File: config.mk
export PLATFORM = sky130hd
export DESIGN_NAME = key_press_classifier
export DESIGN_NICKNAME = d
export VERILOG_FILES = /design/src/rtl/key_press_classifier.sv
export SDC_FILE = /design/constraint.sdc
export NUM_CORES = 1
export LEC_CHECK = 0
export BUFFER_PORTS_ARGS = -buffer_cell sky130_fd_sc_hd__buf_4
export CAP_MARGIN = 20
export CORE_AREA = 4 4 134 136
export CTS_CLUSTER_DIAMETER = 50
export CTS_CLUSTER_SIZE = 14
export DETAILED_ROUTE_END_ITERATION = 10
export DIE_AREA = 0 0 138 140
export HOLD_SLACK_MARGIN = 0.1
export PLACE_DENSITY_LB_ADDON = 0.12
export RECOVER_POWER = 25
export SYNTH_ARGS = -nofsm -noshare
export SYNTH_HDL_FRONTEND = slang
export SYNTH_SLANG_ARGS = --single-unit
File: constraint.sdc
create_clock -name clk -period 2.69 [get_ports clk]
set_input_delay 0.269 -clock clk [delete_from_list [all_inputs] [get_ports clk]]
set_output_delay 0.269 -clock clk [all_outputs]
set_load 0.005 [all_outputs]
File: src/rtl/key_press_classifier.sv
// key_press_classifier
//   Synchronises and debounces one active-low push-button and classifies each
//   press into one-cycle event pulses for the watch mode FSM and counters.
//
//   Parameters
//     IN_CLK_HZ    clock frequency in Hz; one millisecond = IN_CLK_HZ/1000 cycles
//     DEBOUNCE_MS  stable time needed to accept a press or a release
//     LONG_MS      hold time before key_long fires
//     REPEAT_MS    auto-repeat period once key_long has fired
//
//   Ports
//     clk         system clock, rising edge
//     rst_n       asynchronous active-low reset
//     key_n       raw button input, asynchronous, 0 = pressed
//     key_first   pulse on an accepted press
//     key_short   pulse on an accepted release when key_long did not fire
//     key_long    pulse once per press after LONG_MS of hold
//     key_repeat  pulse every REPEAT_MS while still held after key_long
//     key_level   debounced pressed level
module key_press_classifier #(
  parameter int IN_CLK_HZ   = 50_000_000,
  parameter int DEBOUNCE_MS = 10,
  parameter int LONG_MS     = 1000,
  parameter int REPEAT_MS   = 200
) (
  input  logic clk,
  input  logic rst_n,
  input  logic key_n,
  output logic key_first,
  output logic key_short,
  output logic key_long,
  output logic key_repeat,
  output logic key_level
);

  localparam int MS_CYC  = (IN_CLK_HZ / 1000 < 1) ? 1 : IN_CLK_HZ / 1000;
  localparam int DEB_CYC = DEBOUNCE_MS * MS_CYC;
  localparam int LONG_CYC = LONG_MS * MS_CYC;
  localparam int REP_CYC = REPEAT_MS * MS_CYC;

  localparam int MAX_A   = (DEB_CYC > LONG_CYC) ? DEB_CYC : LONG_CYC;
  localparam int MAX_B   = (MAX_A > REP_CYC) ? MAX_A : REP_CYC;
  localparam int MAX_CYC = (MAX_B < 1) ? 1 : MAX_B;
  localparam int CW      = $clog2(MAX_CYC + 1);

  // Each counter starts at 0 on entry to its state, so the terminal value is
  // one less than the cycle count (a zero count behaves like a count of one).
  localparam logic [CW-1:0] DEB_LIM  = CW'((DEB_CYC  < 1) ? 0 : DEB_CYC  - 1);
  localparam logic [CW-1:0] LONG_LIM = CW'((LONG_CYC < 1) ? 0 : LONG_CYC - 1);
  localparam logic [CW-1:0] REP_LIM  = CW'((REP_CYC  < 1) ? 0 : REP_CYC  - 1);

  typedef enum logic [2:0] {
    IDLE,
    DB_PRESS,
    PRESSED,
    HELD,
    DB_RELEASE
  } state_t;

  state_t        state_q, state_d;
  logic          sync1_q, key_s;
  logic [CW-1:0] deb_q, deb_d;
  logic [CW-1:0] hold_q, hold_d;
  logic [CW-1:0] rep_q, rep_d;
  logic          orig_held_q, orig_held_d;
  logic          first_d, short_d, long_d, repeat_d, level_d;

  function automatic logic [CW-1:0] sat_inc(input logic [CW-1:0] v);
    return (v == '1) ? v : v + 1'b1;
  endfunction

  // Two-flop synchroniser on the inverted input: key_s = 1 means pressed.
  always_ff @(posedge clk or negedge rst_n) begin
    if (!rst_n) begin
      sync1_q <= 1'b0;
      key_s   <= 1'b0;
    end else begin
      sync1_q <= ~key_n;
      key_s   <= sync1_q;
    end
  end

  always_ff @(posedge clk or negedge rst_n) begin
    if (!rst_n) begin
      state_q     <= IDLE;
      deb_q       <= '0;
      hold_q      <= '0;
      rep_q       <= '0;
      orig_held_q <= 1'b0;
      key_first   <= 1'b0;
      key_short   <= 1'b0;
      key_long    <= 1'b0;
      key_repeat  <= 1'b0;
      key_level   <= 1'b0;
    end else begin
      state_q     <= state_d;
      deb_q       <= deb_d;
      hold_q      <= hold_d;
      rep_q       <= rep_d;
      orig_held_q <= orig_held_d;
      key_first   <= first_d;
      key_short   <= short_d;
      key_long    <= long_d;
      key_repeat  <= repeat_d;
      key_level   <= level_d;
    end
  end

  always_comb begin
    state_d     = state_q;
    deb_d       = deb_q;
    hold_d      = hold_q;
    rep_d       = rep_q;
    orig_held_d = orig_held_q;
    first_d     = 1'b0;
    short_d     = 1'b0;
    long_d      = 1'b0;
    repeat_d    = 1'b0;

    case (state_q)
      IDLE: begin
        if (key_s) begin
          state_d = DB_PRESS;
          deb_d   = '0;
        end
      end

      DB_PRESS: begin
        if (!key_s) begin
          state_d = IDLE;
        end else if (deb_q >= DEB_LIM) begin
          state_d = PRESSED;
          first_d = 1'b1;
          hold_d  = '0;
        end else begin
          deb_d = sat_inc(deb_q);
        end
      end

      // The hold/repeat count advances on every cycle spent in its state,
      // including the cycle that leaves for DB_RELEASE; it is frozen only
      // while actually in DB_RELEASE. A glitch of N cycles therefore delays
      // the next event by exactly N cycles.
      PRESSED: begin
        hold_d = sat_inc(hold_q);
        if (!key_s) begin
          state_d     = DB_RELEASE;
          orig_held_d = 1'b0;
          deb_d       = '0;
        end else if (hold_q >= LONG_LIM) begin
          state_d = HELD;
          long_d  = 1'b1;
          rep_d   = '0;
        end
      end

      HELD: begin
        rep_d = sat_inc(rep_q);
        if (!key_s) begin
          state_d     = DB_RELEASE;
          orig_held_d = 1'b1;
          deb_d       = '0;
        end else if (rep_q >= REP_LIM) begin
          repeat_d = 1'b1;
          rep_d    = '0;
        end
      end

      DB_RELEASE: begin
        if (key_s) begin
          state_d = orig_held_q ? HELD : PRESSED;
        end else if (deb_q >= DEB_LIM) begin
          state_d = IDLE;
          short_d = ~orig_held_q;
        end else begin
          deb_d = sat_inc(deb_q);
        end
      end

      default: begin
        state_d = IDLE;
      end
    endcase

    level_d = (state_d == PRESSED) || (state_d == HELD) || (state_d == DB_RELEASE);
  end

endmodule

After elaboration in Yosys (flattened, before gate mapping)
Cells that the tools add are included.
{"block": "word_totals", "register_bits": 89, "inputBits": 3, "output_inout_bits": 5, "elab_cells": 93}
{"block": "op_classes", "add_sub_neg": 3, "magnitude_cmp": 3, "n_eq_ne": 20, "mux": 42, "n_bitwise": 2, "n_reduce_logical": 11}
{"cell": "26-bit two-way mux", "n": 14}
{"cell": "26-bit case mux with 2 select lines", "n": 2}
{"cell": "26-bit case mux with 4 select lines", "n": 1}
{"cell": "26-bit by 1-bit adder with 26-bit output, second input constant", "n": 3}
{"cell": "26-bit == test, second input constant", "n": 3}
{"cell": "26-bit by 19-bit greater-or-equal comparator with 1-bit output, second input constant", "n": 1}
{"cell": "26-bit by 24-bit greater-or-equal comparator with 1-bit output, second input constant", "n": 1}
{"cell": "26-bit greater-or-equal comparator, second input constant", "n": 1}
{"cell": "3-bit two-way mux", "n": 8}
{"cell": "2-bit != test, second input constant", "n": 10}
{"cell": "1-bit two-way mux", "n": 15}
{"cell": "3-bit case mux with 5 select lines", "n": 1}
{"cell": "3-bit by 2-bit == test with 1-bit output, second input constant", "n": 4}
{"cell": "3-bit == test, second input constant", "n": 2}
{"cell": "3-bit AND reduction", "n": 2}
{"cell": "5-bit AND reduction", "n": 1}
{"cell": "4-bit AND reduction", "n": 1}
{"cell": "2-bit nonzero test", "n": 2}
{"cell": "4-bit nonzero test", "n": 1}
{"cell": "3-bit by 1-bit == test with 1-bit output, second input constant", "n": 1}
{"cell": "3-bit logical NOT", "n": 1}
{"cell": "1-bit logical OR", "n": 2}
{"cell": "1-bit NOT", "n": 2}
{"cell": "1-bit case mux with 2 select lines", "n": 1}
{"cell": "2-bit OR reduction", "n": 1}

Depth between registers and ports, before layout
Gate-level depths: netlist (run 1).
{"block": "depth", "depth_word": 7, "mapped_depth": 9}

Least setup slack after synthesis (run 1)
Ideal clock, no wire load.
{"block": "synth_timing", "kind": "flip-flop to flip-flop", "start": "reg deb_q[12]", "end": "reg deb_q[14]", "setup_time_ns": 0.066, "arrival_time_ns": 1.991, "setup_slack_ns": 0.633, "stages_incl_launch_ff": 8, "period_less_slack_ns": 2.057, "cell_sequence": "dfrtp_1 > nor4_2 > o211ai_1 > a31o_1 > buf_6 > or3_4 > or4_1 > nand2_1"}
{"block": "synth_between", "elab_chain_cells": 5, "word_cells_on_any_way": 8, "cone_classes": "add/sub (1); order compare (1); eq/ne (1); mux (5)"}
{"element": "from (decl)", "line": "62", "rtl": "logic [CW-1:0] deb_q, deb_d;"}
{"element": "from (signal assigned)", "line": "86", "rtl": "deb_q <= '0;"}
{"element": "from (signal assigned)", "line": "97", "rtl": "deb_q <= deb_d;"}
{"element": "26-bit by 1-bit adder with 26-bit output or 26-bit == test (tied branches)", "line": "69", "rtl": "return (v == '1) ? v : v + 1'b1;"}
{"element": "26-bit two-way mux", "line": "69"}
{"element": "26-bit two-way mux (*)", "line": "131, 172"}
{"element": "26-bit two-way mux, on equally long branches", "line": "170, 129"}
{"element": "26-bit case mux with 4 select lines (*)", "line": "120", "rtl": "case (state_q)"}
Mark *: on every way between the ends. The rest lies on a longest branch, timed or not. The select of a mux whose other input is x is not followed.
A chain may end at the register's enable or synchronous reset.

Worst setup path after layout (run 1)
{"block": "layout_timing", "start": "reg rep_q[0]", "end": "reg rep_q[23]"}
{"block": "layout_between", "elab_chain_cells": 5, "word_cells_on_any_way": 7, "cone_classes": "add/sub (1); order compare (1); eq/ne (1); mux (4)"}
{"element": "from (decl)", "line": "64", "rtl": "logic [CW-1:0] rep_q, rep_d;"}
{"element": "from (signal assigned)", "line": "99", "rtl": "rep_q <= rep_d;"}
{"element": "26-bit by 1-bit adder with 26-bit output or 26-bit == test (tied branches)", "line": "69"}
{"element": "26-bit two-way mux", "line": "69"}
{"element": "26-bit two-way mux", "line": "163", "rtl": "end else if (rep_q >= REP_LIM) begin"}
{"element": "26-bit two-way mux (*)", "line": "159", "rtl": "if (!key_s) begin"}
{"element": "26-bit case mux with 2 select lines (*)", "line": "120"}
Mark *: on every way between the ends. The rest lies on a longest branch, timed or not.

==> results of run 1 <==
## flip-flops by register name (all words and copies together), names as in the netlist
register	cells
key_short	1
sync1_q	1
key_level	1
deb_q	26
state_q	3
rep_q	26
orig_held_q	1
hold_q	26
key_repeat	1
key_long	1
key_s	1
key_first	1
## layer usage
layer | global-route usage [%] | routed length (um)
met1 | 16.8 | 5680
met3 | 3.45 | 349
met2 | 19.5 | 5330
met5 | 0 | 0
met4 | 2.81 | 105
## area by class of cell
class                   count  area share, %
clock buffers              14           4.54
clock inverters             2          0.671
inverters                  14          0.939
multi-input cells         425           45.2
flip-flops and latches     89           39.8
well taps                 225           5.03
repair buffers             27           3.82
## final timing paths
path                          start   endpoint  slack [ns]  cells past startpoint
setup / recovery           rep_q[0]  rep_q[23]        0.31                      7
min in group asynchronous     rst_n  rep_q[14]        0.88                      2
hold reg to reg             sync1_q      key_s        0.35                      0
max in group asynchronous     rst_n  rep_q[23]        0.77                      3
setup reg to reg           rep_q[0]  rep_q[23]        0.31                      7
hold / removal              sync1_q      key_s        0.35                      0
## cells by family after synthesis
family	Yosys count	share of synthesized area, %
buf+inv	40	3.58
compound gates	91	12.5
simple gates	293	31.2
xor+xnor	35	6.22
mux	3	0.634
flops	89	45.2
fa+ha+maj	3	0.761
## per-stage QoR
| stage | cells | setup WS, ns | power [mW] | hold WS [ns] |
|---|---|---|---|---|
| floorplan | 554 | 0.633 | 1.40 | -0.0266 |
| finish | 796 | 0.308 | 2.70 | 0.350 |
| detailed placement | 778 | 0.321 | 1.45 | 0.343 |
| global route | 796 | 0.140 | 2.82 | 0.370 |
| CTS | 796 | 0.289 | 2.75 | 0.357 |
| global placement | 778 | 0.270 | 1.45 | 0.338 |
## where the power goes
group / internal, mW / switching, mW
combinational: 0.0191 / 0.0511
clock: 0.747 / 0.527
sequential: 1.35 / 0.00760
total: 2.11 / 0.585
## worst max-delay path: cells and delay by family, from the launching register on
| kind | cells | cell delay [ns] |
|---|---|---|
| adder cells (fa/ha/maj) | 1 | 0.24 |
| flip-flops | 1 | 0.43 |
| AO/OA/AOI/OAI | 4 | 1.26 |
| AND/OR/NAND/NOR | 2 | 0.32 |
## placed cells by master, fill, tap and decap left out, drive strengths merged, types with 3 or more instances in the layout
cell type and n:
and3 13, nor2b 4, ha 3, nand2b 3
o211ai 6, xor2 14, or4 6, buf 18
o22ai 4, a21o 3, a41oi 4, a31oi 5
inv 14, clkbuf 21, nor2 66, o21ai 19
and4 9, nor3b 5, nand2 57, a22o 3
xnor2 21, nor4 10, nor3 23, nand4 24
dfrtp 89, a21oi 21, or3 13, o31ai 6
nand3 41, and2 14, or2 3
==> metrics.md, run 1 <==
| Metric | Value |
|---|---|
| Outcome | finished with violations |
| Failing checks | capacitance limit, slew limit |
| Insertion delay to the later sink of the worst-skew pair | 0.35 ns |
| Yosys reg bits | 89 |
| Total clock sinks | 89 |
| TritonCTS Buffers | 9 |
| Maximum number of pins on one net before global-route repair | 63 |
| Postcts setup bufs | 0 |
| CTS Buffer Depth | 2 |
| Clock Tree Root | clkbuf_16 |
| H-Tree Depth | 3 |
| CP max FO | 20 |
| Slowest-stage cell, CP | a41o_1 |
| Routability Congestion | 0.795 |
| Post-synth cell types | 63 |
| Ys Warns | 0 |
| Final core occ | 33.0% |
| Post-Syn Nets | 560 |
| CTS tree | done |
| Critical path arrival | 2.61 ns |
| Vias in the first global route | 3933 |
| GRT Util Overall | 12.3% |
| Crit share post-route | 88.6% |
| Layout area overhead | 13.4% |
| Worst-Margin Slew | 1.61 ns |
| Area of the multi-input gates | 2530 um^2 |
| CP max stage delay | 0.55 ns |
| Slew headroom | -7.53% |
| Detail Placement HPWL | 7870 um |
| Top_reg_cell synth | dfrtp_1 |
| Area after DPL | 5290 um^2 |
| Top cell type's share of synthesized area | 45.2% |
| Gate Count Post-Synth | 554 |
| Core Area | 16900 um^2 |
| FF+latch area | 2230 um^2 |
| # Max-Cap Violations | 1 |
| DRC viols | 0 |
| Min cycle time layout | 2.38 ns |
| Number of fill cells in the layout | 1810 |
| IO buf count | 7 |
| Row cnt | 48 |
| Die W | 138 um |
| CP required | 2.92 ns |
| Initial Util | 29.1% |
| Startpoint class of the critical path | register |
| Initial antenna violation count | 0 |
| Worst setup path class | register to register |
| Synth area leaders | dfrtp_1 (45%), nor2_1 (4.9%), nand2_1 (4.3%), nand3_1 (4.2%), xnor2_1 (3.7%) |
| Top-count cell post-synth | dfrtp_1 |
| Vias/cell | 5.13 |
| Gr ovfl total | 0 |
| Post-synth design cell area | 4930 um^2 |
| Clk_skew | 0.0110 ns |
| WL final | 11500 um |
| RSZ-0062 raised after global routing | false |
| Setup TNS | 0 ns |
| Final hold violation count | 0 |
| Crit-path cells | ha_1 -> nand2_1 -> o21ai_0 -> nand4b_1 -> a41o_1 -> a21o_1 -> a22o_1 |
| DR iter-0 viols | 201 |
| Layout cells sized above 1 | 8.93% |
| Post-synth EDFFs | 0 |
| Worst hold path type | register to register |
| Drt wl/cell | 14.4 um |
| CP endpoint kind | register |
| Vias | 4080 |
| Post-CTS Resized | 0 |
| Final Slew Violations | 63 |
| I/O Pins | 8 |
| Nets@finish | 572 |
| Worst-path clk slew | 0.06 ns |
| First-pass detailed-route iteration total | 4 |
| Design area | 5600 um^2 |
| Worst vdd ir | 0.289 mV |
| Syn Area/Cell | 8.90 um^2 |
| Die height | 140 um |
| PwrDens | 482 nW/um^2 |
| Hold buffer count at CTS | 2 |
| Cell taking the most area after synthesis | dfrtp_1 |
| Diodes inserted | 0 |
| First-pass GRT wire length | 19700 um |
| Seq/Total Area, Yosys | 45.2% |
| Async SR Flop Fraction | 100% |
| Endpoints failing setup | 0 |
| Leak pwr | 2.36 nW |
| Synth top cells by count | dfrtp_1 (89), nor2_1 (65), nand2_1 (57), nand3_1 (41), nand4_1 (23) |
| Peak Freq | 420 MHz |
| DIE AREA | 19300 um^2 |
| Post-route ant nets | 0 |
(Power assumes the default switching activity.)
==> inputs of run 2 (changes only) <==
--- a/config.mk
+++ b/config.mk
@@ -8,6 +8,7 @@
 export BUFFER_PORTS_ARGS = -buffer_cell sky130_fd_sc_hd__buf_4
 export CAP_MARGIN = 20
 export CORE_AREA = 4 4 134 136
+export CTS_BUF_LIST = sky130_fd_sc_hd__clkbuf_16
 export CTS_CLUSTER_DIAMETER = 50
 export CTS_CLUSTER_SIZE = 14
 export DETAILED_ROUTE_END_ITERATION = 10
==> metrics.md, run 2 (synthesis gave the netlist of run 1 again) <==
| Metric | Value |
|---|---|
| Layout cells sized above 1 | 8.76% |
| Insertion delay to the later sink of the worst-skew pair | 0.35 ns |
| Total clock sinks | 89 |
| Final hold violation count | 0 |
| Clk_skew | 0.0114 ns |
| DIE AREA | 19300 um^2 |
| CTS Buffer Depth | 2 |
| Die height | 140 um |
| Failing checks | capacitance limit, slew limit |
| CP max FO | 20 |
| Maximum number of pins on one net before global-route repair | 63 |
| Worst setup path class | register to register |
| First-pass detailed-route iteration total | 4 |
| CTS tree | done |
| Top Registers | deb_q (26), hold_q (26), rep_q (26) |
| Post-route ant nets | 0 |
| Vias/cell | 5.14 |
| Nets@finish | 572 |
| Worst-path clk slew | 0.06 ns |
| Startpoint class of the critical path | register |
| Postcts setup bufs | 0 |
| Peak Freq | 421 MHz |
| Core Area | 16900 um^2 |
| # Max-Cap Violations | 1 |
| IO buf count | 7 |
| Initial Util | 29.1% |
| Row cnt | 48 |
| Worst hold path type | register to register |
| Initial antenna violation count | 0 |
| Slew headroom | -7.47% |
| RSZ-0062 raised after global routing | false |
| First-pass GRT wire length | 19700 um |
| DRC viols | 0 |
| DR iter-0 viols | 204 |
| Worst-Margin Slew | 1.61 ns |
| Leak pwr | 2.37 nW |
| Final Slew Violations | 63 |
| H-Tree Depth | 3 |
| Endpoints failing setup | 0 |
| Crit share post-route | 88.3% |
| Vias in the first global route | 3932 |
| Clock Tree Root | clkbuf_16 |
| Min cycle time layout | 2.38 ns |
| Diodes inserted | 0 |
| Gr ovfl total | 0 |
| Outcome | finished with violations |
| GRT Util Overall | 12.3% |
| Setup TNS | 0 ns |
| Non-filler cells, final | 796 |
| Most frequent cells in the layout | dfrtp_1 (89), nor2_1 (65), nand2_1 (57) |
| Number of fill cells in the layout | 1810 |
| Layout area overhead | 13.2% |
| CP required | 2.92 ns |
| Vias | 4090 |
| I/O Pins | 8 |
| WL final | 11500 um |
| TritonCTS Buffers | 9 |
| Detail Placement HPWL | 7870 um |
| Routability Congestion | 0.795 |
| CP endpoint kind | register |
| Worst vdd ir | 0.289 mV |
| Die W | 138 um |
| Drt wl/cell | 14.4 um |
| PwrDens | 476 nW/um^2 |
| Critical path arrival | 2.61 ns |
| Post-Place Cells | 778 |
| Most common cell after layout, fill and taps aside | dfrtp_1 |
[run 2: changes by cell type in the layout (fill, tap and decap cells not counted), sizes merged]
cell | before | now
clkbuf | 21 | 16
inv | 14 | 18
clkinv | 0 | 1
[run 2: where the power goes]
part	switching (mW)	internal [mW]	total [mW]	leakage, nW
combinational	0.0512	0.0191	0.0703	0.991
sequential	0.00756	1.34	1.35	1.24
clock	0.530	0.704	1.23	0.148
[run 2: cell type report]
type	count	area, um^2	share of cell area [%]
multi-input combinational	425	2530	45.3
sequential	89	2230	39.9
tap	225	282	5.04
clock buffer	9	225	4.03
timing repair buffer	27	214	3.83
clock inverter	7	56.3	1.01
inverter	14	52.6	0.941
[run 2: path summary, 6_finish.rpt]
kind,start,slack [ns],to,cells after the start
min,sync1_q,0.35,key_s,0
min reg2reg,sync1_q,0.35,key_s,0
max reg2reg,rep_q[0],0.31,rep_q[23],7
min in group asynchronous,rst_n,0.87,rep_q[14],2
max,rep_q[0],0.31,rep_q[23],7
max in group asynchronous,rst_n,0.77,rep_q[23],3
[run 2: through the flow]
step                      worst slack (ns)  utilization, %  power (mW)  hold slack, ns  cell area, um^2
after floorplan                      0.633               -        1.40         -0.0266             4930
final                                0.314            33.0        2.66           0.351             5590
after global routing                 0.140            33.0        2.78           0.370             5590
after detailed placement             0.321            31.2        1.45           0.343             5290
after CTS                            0.289            33.0        2.71           0.357             5590
after global placement               0.270            31.2        1.45           0.338             5290
[run 2: worst max-delay path: stages, from the launching register on]
cell and delay, ns:
dfrtp_1 0.43, ha_1 0.24, nand2_1 0.14, o21ai_0 0.23, nand4b_1 0.19, a41o_1 0.54, a21o_1 0.26, a22o_1 0.22
[run 2: per-layer routing]
layer | track usage [%] | up-vias | wire, um
li1 | - | 2024 | -
met4 | 2.81 | 0 | 105
met2 | 19.5 | 51 | 5320
met5 | 0 | - | 0
met3 | 3.45 | 5 | 369
met1 | 16.9 | 2010 | 5670
[run 2: what timing repair did]
| item | 4_1_cts | 5_1_grt |
|---|---|---|
| hold buffers | 2 | 0 |
| gates resized for setup | 0 | 0 |
| endpoints found under the hold margin | 61 | 0 |
| endpoints found under the setup margin | 0 | 0 |
